`config.mk`:
```
export PLATFORM = sky130hd
export DESIGN_NAME = uart_tx_fifo
export DESIGN_NICKNAME = d
export VERILOG_FILES = /design/src/rtl/uart_tx_fifo.sv
export SDC_FILE = /design/constraint.sdc
export NUM_CORES = 1
export LEC_CHECK = 0
export CAP_MARGIN = 40
export CORE_MARGIN = 2
export CORE_UTILIZATION = 40
export DETAILED_ROUTE_END_ITERATION = 8
export PLACE_DENSITY_LB_ADDON = 0.08
export SETUP_SLACK_MARGIN = 0.02
export SLEW_MARGIN = 25
export SYNTH_ARGS = -nofsm -noshare
export SYNTH_HDL_FRONTEND = slang
export SYNTH_SLANG_ARGS = --single-unit
```
`constraint.sdc`:
```
create_clock -name iCLOCK -period 3.8 [get_ports iCLOCK]
set_clock_uncertainty 0.05 [all_clocks]
set_input_delay 0.76 -clock iCLOCK [delete_from_list [all_inputs] [get_ports iCLOCK]]
set_output_delay 0.76 -clock iCLOCK [all_outputs]
set_load 0.005 [all_outputs]
```
`src/rtl/uart_tx_fifo.sv`:
```
`default_nettype none
// ============================================================================
// Module   : uart_tx_fifo
// Purpose  : UART transmitter with an integrated transmit FIFO. Host words are
//            accepted on an iTXSTART/oTXREADY handshake, buffered in a
//            circular FIFO and serialised as start, data (LSB first), optional
//            parity and 1 or 2 stop bits. Frames are sent back-to-back while
//            the FIFO holds data.
// Ports    : iCLOCK      system clock (rising edge)
//            iNRESET     asynchronous active-low reset
//            iTXSTART    write strobe, accepted when oTXREADY=1
//            iTXDATA     word to transmit, captured at acceptance
//            oTXREADY    FIFO not full (registered)
//            oTX         serial line, idle high (registered)
//            oTXBUSY     transmitter active or FIFO non-empty (registered)
//            oTXDONE     one-cycle pulse in the last stop-bit cycle
//            oFIFOCOUNT  words currently held in the FIFO
// Revision : 1.0 - initial release
// ============================================================================
module uart_tx_fifo #(
    parameter int CLKS_PER_BIT = 434,
    parameter int DATA_BITS    = 8,
    parameter int PARITY       = 0,
    parameter int STOP_BITS    = 1,
    parameter int FIFO_DEPTH   = 4
) (
    input  logic                                 iCLOCK,
    input  logic                                 iNRESET,
    input  logic                                 iTXSTART,
    input  logic [DATA_BITS-1:0]                 iTXDATA,
    output logic                                 oTXREADY,
    output logic                                 oTX,
    output logic                                 oTXBUSY,
    output logic                                 oTXDONE,
    output logic [$clog2(FIFO_DEPTH+1)-1:0]      oFIFOCOUNT
);

    localparam int c_PTR_W  = $clog2(FIFO_DEPTH);
    localparam int c_CNT_W  = $clog2(FIFO_DEPTH+1);
    localparam int c_BAUD_W = $clog2(CLKS_PER_BIT);
    localparam int c_BIT_W  = $clog2(DATA_BITS+1);

    localparam logic [2:0] c_IDLE   = 3'd0;
    localparam logic [2:0] c_START  = 3'd1;
    localparam logic [2:0] c_DATA   = 3'd2;
    localparam logic [2:0] c_PARITY = 3'd3;
    localparam logic [2:0] c_STOP   = 3'd4;

    // ------------------------------------------------------------------
    // FIFO storage and pointers
    // ------------------------------------------------------------------
    logic [DATA_BITS-1:0] r_mem [FIFO_DEPTH];
    logic [c_PTR_W-1:0]   r_wptr;
    logic [c_PTR_W-1:0]   r_rptr;
    logic [c_CNT_W-1:0]   r_count;
    logic                 r_ready;

    // ------------------------------------------------------------------
    // Serialiser state
    // ------------------------------------------------------------------
    logic [2:0]           r_state;
    logic [c_BAUD_W-1:0]  r_baud;
    logic [c_BIT_W-1:0]   r_bit_cnt;
    logic [DATA_BITS-1:0] r_shift;
    logic                 r_par;
    logic                 r_tx;
    logic                 r_done;
    logic                 r_busy;

    logic                 w_wr;
    logic                 w_pop;
    logic                 w_baud_wrap;
    logic                 w_stop_last;
    logic [c_CNT_W-1:0]   w_count_nxt;
    logic [DATA_BITS-1:0] w_head;
    logic                 w_head_par;
    logic                 w_tx_nxt;

    // r_ready is zero whenever the FIFO is full, so a write on a full FIFO is
    // dropped even if a pop frees a slot on the same edge.
    assign w_wr        = iTXSTART & r_ready;
    assign w_baud_wrap = (r_baud == c_BAUD_W'(CLKS_PER_BIT-1));
    assign w_stop_last = (r_state == c_STOP) && w_baud_wrap &&
                         (r_bit_cnt == c_BIT_W'(STOP_BITS-1));
    assign w_pop       = (r_count != '0) &&
                         ((r_state == c_IDLE) || w_stop_last);
    assign w_count_nxt = r_count + c_CNT_W'(w_wr) - c_CNT_W'(w_pop);

    assign w_head      = r_mem[r_rptr];
    // Odd parity inverts the XOR so the total number of ones becomes odd.
    assign w_head_par  = (PARITY == 1) ? ~(^w_head) : (^w_head);

    always_ff @(posedge iCLOCK) begin
        if (w_wr) begin
            r_mem[r_wptr] <= iTXDATA;
        end
    end

    // Pointers wrap naturally because FIFO_DEPTH is a power of two.
    always_ff @(posedge iCLOCK or negedge iNRESET) begin
        if (!iNRESET) begin
            r_wptr  <= '0;
            r_rptr  <= '0;
            r_count <= '0;
            r_ready <= 1'b1;
        end else begin
            if (w_wr) begin
                r_wptr <= r_wptr + 1'b1;
            end
            if (w_pop) begin
                r_rptr <= r_rptr + 1'b1;
            end
            r_count <= w_count_nxt;
            r_ready <= (w_count_nxt != c_CNT_W'(FIFO_DEPTH));
        end
    end

    // Line level for the state currently held; registered below, so oTX
    // trails the state register by one cycle.
    always_comb begin
        w_tx_nxt = 1'b1;
        case (r_state)
            c_START:  w_tx_nxt = 1'b0;
            c_DATA:   w_tx_nxt = r_shift[0];
            c_PARITY: w_tx_nxt = r_par;
            default:  w_tx_nxt = 1'b1;
        endcase
    end

    always_ff @(posedge iCLOCK or negedge iNRESET) begin
        if (!iNRESET) begin
            r_state   <= c_IDLE;
            r_baud    <= '0;
            r_bit_cnt <= '0;
            r_shift   <= '0;
            r_par     <= 1'b0;
            r_tx      <= 1'b1;
            r_done    <= 1'b0;
            r_busy    <= 1'b0;
        end else begin
            r_tx   <= w_tx_nxt;
            r_done <= w_stop_last;
            r_busy <= (r_state != c_IDLE) || (r_count != '0) || w_wr;

            case (r_state)
                c_IDLE: begin
                    r_baud    <= '0;
                    r_bit_cnt <= '0;
                    if (w_pop) begin
                        r_shift <= w_head;
                        r_par   <= w_head_par;
                        r_state <= c_START;
                    end
                end

                c_START: begin
                    if (w_baud_wrap) begin
                        r_baud    <= '0;
                        r_bit_cnt <= '0;
                        r_state   <= c_DATA;
                    end else begin
                        r_baud <= r_baud + 1'b1;
                    end
                end

                c_DATA: begin
                    if (w_baud_wrap) begin
                        r_baud  <= '0;
                        r_shift <= r_shift >> 1;
                        if (r_bit_cnt == c_BIT_W'(DATA_BITS-1)) begin
                            r_bit_cnt <= '0;
                            r_state   <= (PARITY != 0) ? c_PARITY : c_STOP;
                        end else begin
                            r_bit_cnt <= r_bit_cnt + 1'b1;
                        end
                    end else begin
                        r_baud <= r_baud + 1'b1;
                    end
                end

                c_PARITY: begin
                    if (w_baud_wrap) begin
                        r_baud    <= '0;
                        r_bit_cnt <= '0;
                        r_state   <= c_STOP;
                    end else begin
                        r_baud <= r_baud + 1'b1;
                    end
                end

                c_STOP: begin
                    if (w_baud_wrap) begin
                        r_baud <= '0;
                        if (r_bit_cnt == c_BIT_W'(STOP_BITS-1)) begin
                            r_bit_cnt <= '0;
                            // Back-to-back: load the next word straight
                            // into START with no idle bit in between.
                            if (w_pop) begin
                                r_shift <= w_head;
                                r_par   <= w_head_par;
                                r_state <= c_START;
                            end else begin
                                r_state <= c_IDLE;
                            end
                        end else begin
                            r_bit_cnt <= r_bit_cnt + 1'b1;
                        end
                    end else begin
                        r_baud <= r_baud + 1'b1;
                    end
                end

                default: begin
                    r_state   <= c_IDLE;
                    r_baud    <= '0;
                    r_bit_cnt <= '0;
                end
            endcase
        end
    end

    assign oTX        = r_tx;
    assign oTXDONE    = r_done;
    assign oTXBUSY    = r_busy;
    assign oTXREADY   = r_ready;
    assign oFIFOCOUNT = r_count;

endmodule
`default_nettype wire

```
; After elaboration in Yosys (flattened, before gate mapping)
; Memories as Yosys holds them, arrays and structs flattened.
; Cells that the tools add are included.
[totals]
ram_bits = 32
inputBits = 11
regBits = 36
n_memories = 1
[classes]
add_sub_neg = 6
mux = 29
bitwise = 1
eq_ne = 15
reduce_logical = 19
[mem_list]
columns = name, depth, word_bits, read_ports, rd_clocked_by_memory_dff, write_ports, line_no
row1 = r_mem, 4, 8, 1, 0, 1, 52  ; logic [DATA_BITS-1:0] r_mem [FIFO_DEPTH];
[op_table]
columns = cell, n
row1 = 8-bit 2-to-1 mux, 4
row2 = 8-bit case mux with 3 select lines, 1
row3 = 3-bit 2-to-1 mux, 7
row4 = 4-bit 2-to-1 mux, 5
row5 = 9-bit 2-to-1 mux, 2
row6 = 3-bit case mux with 5 select lines, 1
row7 = "2-bit inequality test, second input constant", 6
row8 = 4-bit case mux with 3 select lines, 1
row9 = "9-bit by 1-bit adder with 9-bit output, second input constant", 1
row10 = "9-bit equality test, second input constant", 1
row11 = 3-bit nonzero test, 3
row12 = 8-bit XOR reduction, 1
row13 = 7-bit AND reduction, 1
row14 = "3-bit by 2-bit equality test with 1-bit output, second input constant", 2
row15 = 1-bit 2-to-1 mux, 6
row16 = 3-bit AND reduction, 2
row17 = "2-bit by 1-bit adder with 2-bit output, second input constant", 2
row18 = "4-bit by 1-bit adder with 4-bit output, second input constant", 1
row19 = "4-bit by 3-bit equality test with 1-bit output, second input constant", 1
row20 = 4-bit logical NOT, 1
row21 = "2-bit by 1-bit inequality test with 1-bit output, second input constant", 2
row22 = 4-bit AND reduction, 1
row23 = 4-bit OR reduction, 1
row24 = 3-bit by 1-bit adder with 3-bit output, 1
row25 = other kinds (12), 16

; Longest topological paths before layout
[depth]
ltp_word = 9
depth_mapped = 14
depth_no_buf = 12

; Worst setup path before layout
; Ideal clock, no wire load.
[synth_path]
path_kind = register -> register
from = register r_bit_cnt[0]
to = register r_ready, in the netlist oTXREADY
setup_ps = 83
path_slack_ps = 981
t_arrival_ps = 2687
stages_incl_launch_ff = 15
path_buffers = 2
cell_sequence = dfrtp_1 inv_1 ha_1 or3b_1 buf_2 o31ai_2 nand3b_2 buf_2 nand3_1 nand2_1 ha_1 fa_1 xnor2_1 xnor2_1 nand2_1
[synth_via]
elab_chain_len = 6
[synth_rtl]
columns = item, line_no
row1 = start: declaration, 63  ; logic [c_BIT_W-1:0] r_bit_cnt;
row2 = start signal: assignment, 174  ; r_bit_cnt <= r_bit_cnt + 1'b1;
row3 = start signal: assignment, 206  ; r_bit_cnt <= r_bit_cnt + 1'b1;
row4 = 4-bit logical NOT, 84  ; (r_bit_cnt == c_BIT_W'(STOP_BITS-1));
row5 = 1-bit logical AND, 83  ; assign w_stop_last = (r_state == c_STOP) && w_baud_wrap &&
row6 = 1-bit logical OR, 86  ; ((r_state == c_IDLE) || w_stop_last);
row7 = 1-bit logical AND, 85  ; assign w_pop = (r_count != '0) &&
row8 = 3-bit by 1-bit subtractor with 3-bit output, 87  ; assign w_count_nxt = r_count + c_CNT_W'(w_wr) - c_CNT_W'(w_pop);
row9 = net w_count_nxt[2], 74  ; logic [c_CNT_W-1:0] w_count_nxt;
row10 = 3-bit inequality test, 114  ; r_ready <= (w_count_nxt != c_CNT_W'(FIFO_DEPTH));
row11 = end signal: assignment, 114
row12 = end: declaration, 56  ; logic r_ready;
; The timed path passes the listed nets, and every way through them passes these cells.
; A chain may end at the register's enable or synchronous reset.

; Worst setup path after layout
; Ends and elaborated chain as after synthesis.

==> qor.log <==
[clocking] clock tree from TritonCTS built
[finish] share of post-route cells with drive strength above 1 15.4%
[sta] Post-Route Setup TNS 0 ns
[finish] Antenna diodes 0
[sta] count of endpoints failing hold in the final timing report 0
[setup_path] Critical Path, Cell by Cell inv_1 -> ha_1 -> or3b_1 -> o31ai_2 -> nand3b_2 -> buf_4 -> nand3_1 -> nand2_1 -> ha_1 -> fa_1 -> xnor2_1 -> xnor2_1 -> nand2_1
[clocking] buffers inserted during post-CTS setup optimization 0
[sta] number of setup violations in the final report 0
[setup_path] critical-path maximum fanout 16
[sta] period utilisation layout 75.4%
[clocking] Clock Pin Slew Worst Setup and Hold Paths 0.08 ns
[finish] post-route core utilization 48.3%
[setup_path] Top delay family on crit path simple AND/OR/NAND/NOR gates
[sta] Max Clock Freq 349 MHz
[setup_path] category of the worst setup path launch point flop
[synth] total number of yosys warnings 0
[detailed_routing] number of nets with antenna violations after routing 0
[place] final weighted congestion in routability-driven placement 0.762
[synth] proportion of synthesized chip area in sequential cells 61.1%
[floorplanning] initial cell density of the core 41.6%
[synth] Mapped Avg Cell Area 13.9 sq um
[min_path] Min-Delay Path Class in2async
[sta] unrepaired setup endpoints after global routing false
[detailed_routing] wire length per cell 15.0 um
[floorplanning] number of primary I/O pins 18
[sta] crit path time final 2.86 ns
[floorplanning] die area 8350 sq um
[setup_path] Arr. time, crit path 3.09 ns
[detailed_routing] total DRC errors in the routed layout 0
[setup_path] slowest stage delay, CP 0.47 ns
[finish] post-route cell area 3540 sq um
[grt] global-route wire length before repair 9.07 mm
[sta] hold slack 0.254 ns
[setup_path] type of the worst setup path reg2reg
[pwr] total power per unit cell area 510 nW/um^2
[grt] total routing resource utilization after global routing 14.3%
[finish] nets@finish 263
[synth] Seq cells post-synth 68
[detailed_routing] Iteration-0 DRC Markers 84
[detailed_routing] final wirelength 5.20 mm
[detailed_routing] average via count per standard cell 5.01
[synth] Syn Nets 240
[place] number of placed cells counting well taps 330
[synth] Cells after Synth 219
[sta] normalized max-slew margin 62.4%
[floorplanning] die height 91.4 um
[synth] post-synthesis cell area 3050 sq um
[grt] largest net degree at the start of global routing 25
[floorplanning] core footprint 7330 sq um
[setup_path] endpoint type of the worst setup path flop
[finish] post-layout instance count excluding filler cells 346
[detailed_routing] number of vias after detailed routing 1735
[place] IO buf count 17
[setup_path] required time worst endpoint 4.02 ns
[pwr] Worst VDD drop 0.345 mV
[grt] initial antenna violation count 0
[finish] layout overhead on the synthesized area 15.9%
[setup_path] number of buffer and inverter instances along the worst setup path 2
[run] number of maximum-capacitance violations 0
[clocking] Clock Tree Buf Depth 2
[clocking] total CTS buffers 9
[grt] number of global-route vias before repair 1801
[clocking] count of clock tree sinks 68
[clocking] cells resized by post-CTS repair 0
[place] half-perimeter wire length after placement 3.73 mm
[floorplanning] Die Span X 91.4 um
[place] area after detailed placement 3340 sq um
[floorplanning] number of rows created at floorplan 31
[setup_path] CP max stage cell sky130_fd_sc_hd__or3b_1
[clocking] clock latency on the worst-skew pair 0.34 ns
[pwr] leakage power 1.38 nW
[grt] global route overflow 0
[synth] synth unique cells 43
[clocking] clock root buffer sky130_fd_sc_hd__clkbuf_8
[sta] number of max-slew violations in the final report 0
[clocking] Hold Buf Count CTS 0
[run_status] status completed
[clocking] CTS H-tree lvls 3
[sta] slew at the pin closest to its max-slew limit 0.561 ns
[detailed_routing] drt pass-1 iters 4
## flip-flops by register name, summed over array words and instances, names as in the netlist
signal / flops
oTXDONE: 1
oTX: 1
r_par: 1
r_bit_cnt: 4
r_mem: 32
oTXREADY: 1
r_baud: 9
oFIFOCOUNT: 3
r_wptr: 2
r_shift: 8
oTXBUSY: 1
r_rptr: 2
r_state: 3
## through the flow
step                power [W]  setup WS [ns]
finish                0.00180          0.935
global route          0.00191          0.760
CTS                   0.00184          0.915
detailed placement    0.00123          0.929
global placement      0.00123          0.980
floorplan             0.00111          0.981
## logic make-up (layout without fill, tap and decap cells)
kind of cell | Yosys count | count (layout) | share of synthesized area, %
compound gates | 33 | 33 | 8.85
xor+xnor | 20 | 20 | 5.74
mux | 10 | 10 | 6.64
fa+ha+maj | 10 | 10 | 4.34
buf+inv | 19 | 47 | 2.54
flops | 68 | 68 | 61.1
simple gates | 59 | 59 | 10.8
## synthesized netlist by cell type (all sizes together)
cell type	count	area, sq um
inv	11	41.3
nand2	10	40.0
nand3b	2	18.8
a32o	1	10.0
dfstp	2	52.6
a311o	1	10.0
nor3b	2	15.0
o21ai	7	35.0
or2	1	6.26
nor2	22	82.6
a211o	1	8.76
a32oi	1	27.5
a2bb2oi	7	61.3
edfxtp	32	961
o31ai	1	12.5
nor2b	1	6.26
or3b	1	8.76
dfrtp	34	851
o22ai	8	50.1
clkbuf	3	11.3
nand2b	1	6.26
a31oi	1	6.26
buf	5	25.0
fa	1	20.0
a22o	1	8.76
nand4bb	1	27.5
nand4b	2	32.5
nor3	3	15.0
a21oi	1	5.00
xnor2	17	149
a21boi	1	18.8
o21a	1	7.51
nand4	1	6.26
mux2	2	22.5
nand3	8	40.0
xor2	3	26.3
ha	9	113
mux4	8	180
and3	4	25.0
o41ai	1	8.76
## worst paths after layout
path,from,endpoint,slack (ns),depth (start not counted)
worst max register to register,r_bit_cnt[0],oTXREADY,0.94,13
max in group asynchronous,iNRESET,oTXREADY,2.94,2
worst max-delay path,r_bit_cnt[0],oTXREADY,0.94,13
worst min-delay path,iNRESET,r_bit_cnt[3],0.25,1
min in group iCLOCK,r_par,r_par,0.44,2
worst min register to register,r_par,r_par,0.44,2
## where the power goes
| group | internal [W] | switching, W |
|---|---|---|
| Combinational | 0.000146 | 0.000142 |
| Sequential | 0.000877 | 0.0000435 |
| Clock | 0.000308 | 0.000288 |
| Total | 0.00133 | 0.000474 |
## final cells by class
class | count | area, sq um
well taps | 99 | 124
clock buffers | 9 | 124
clock inverters | 7 | 73.8
fillers | 634 | 3790
multi-input cells | 132 | 1110
flip-flops and latches | 68 | 1860
inverters | 11 | 41.3
repair buffers | 20 | 200
## per-layer routing
layer  share of wire, %  global-route usage (%)  wire length (um)  vias to the layer above
li1                   -                       -                 -                      850
met1                 50                    19.3              2580                      857
met2                 46                    21.5              2400                       26
met3                3.7                    5.23               192                        2
met4               0.56                    4.17                29                        0
met5                  0                       0                 0                        -
## layout by cell type (no fill, tap or decap), drive strengths merged, types with 2 or more instances in the layout
master / Yosys / layout
nor2: 22 / 22
xor2: 3 / 3
nand3: 8 / 8
inv: 11 / 14
nor3b: 2 / 2
nand3b: 2 / 2
ha: 9 / 9
a2bb2oi: 7 / 7
mux4: 8 / 8
o21ai: 7 / 7
xnor2: 17 / 17
clkinv: 0 / 3
and3: 4 / 4
nor3: 3 / 3
nand2: 10 / 10
buf: 5 / 4
clkdlybuf4s50: 0 / 16
dfrtp: 34 / 34
dfstp: 2 / 2
o22ai: 8 / 8
nand4b: 2 / 2
mux2: 2 / 2
clkbuf: 3 / 9
edfxtp: 32 / 32
No activity file was read; power rests on OpenSTA's default activity.
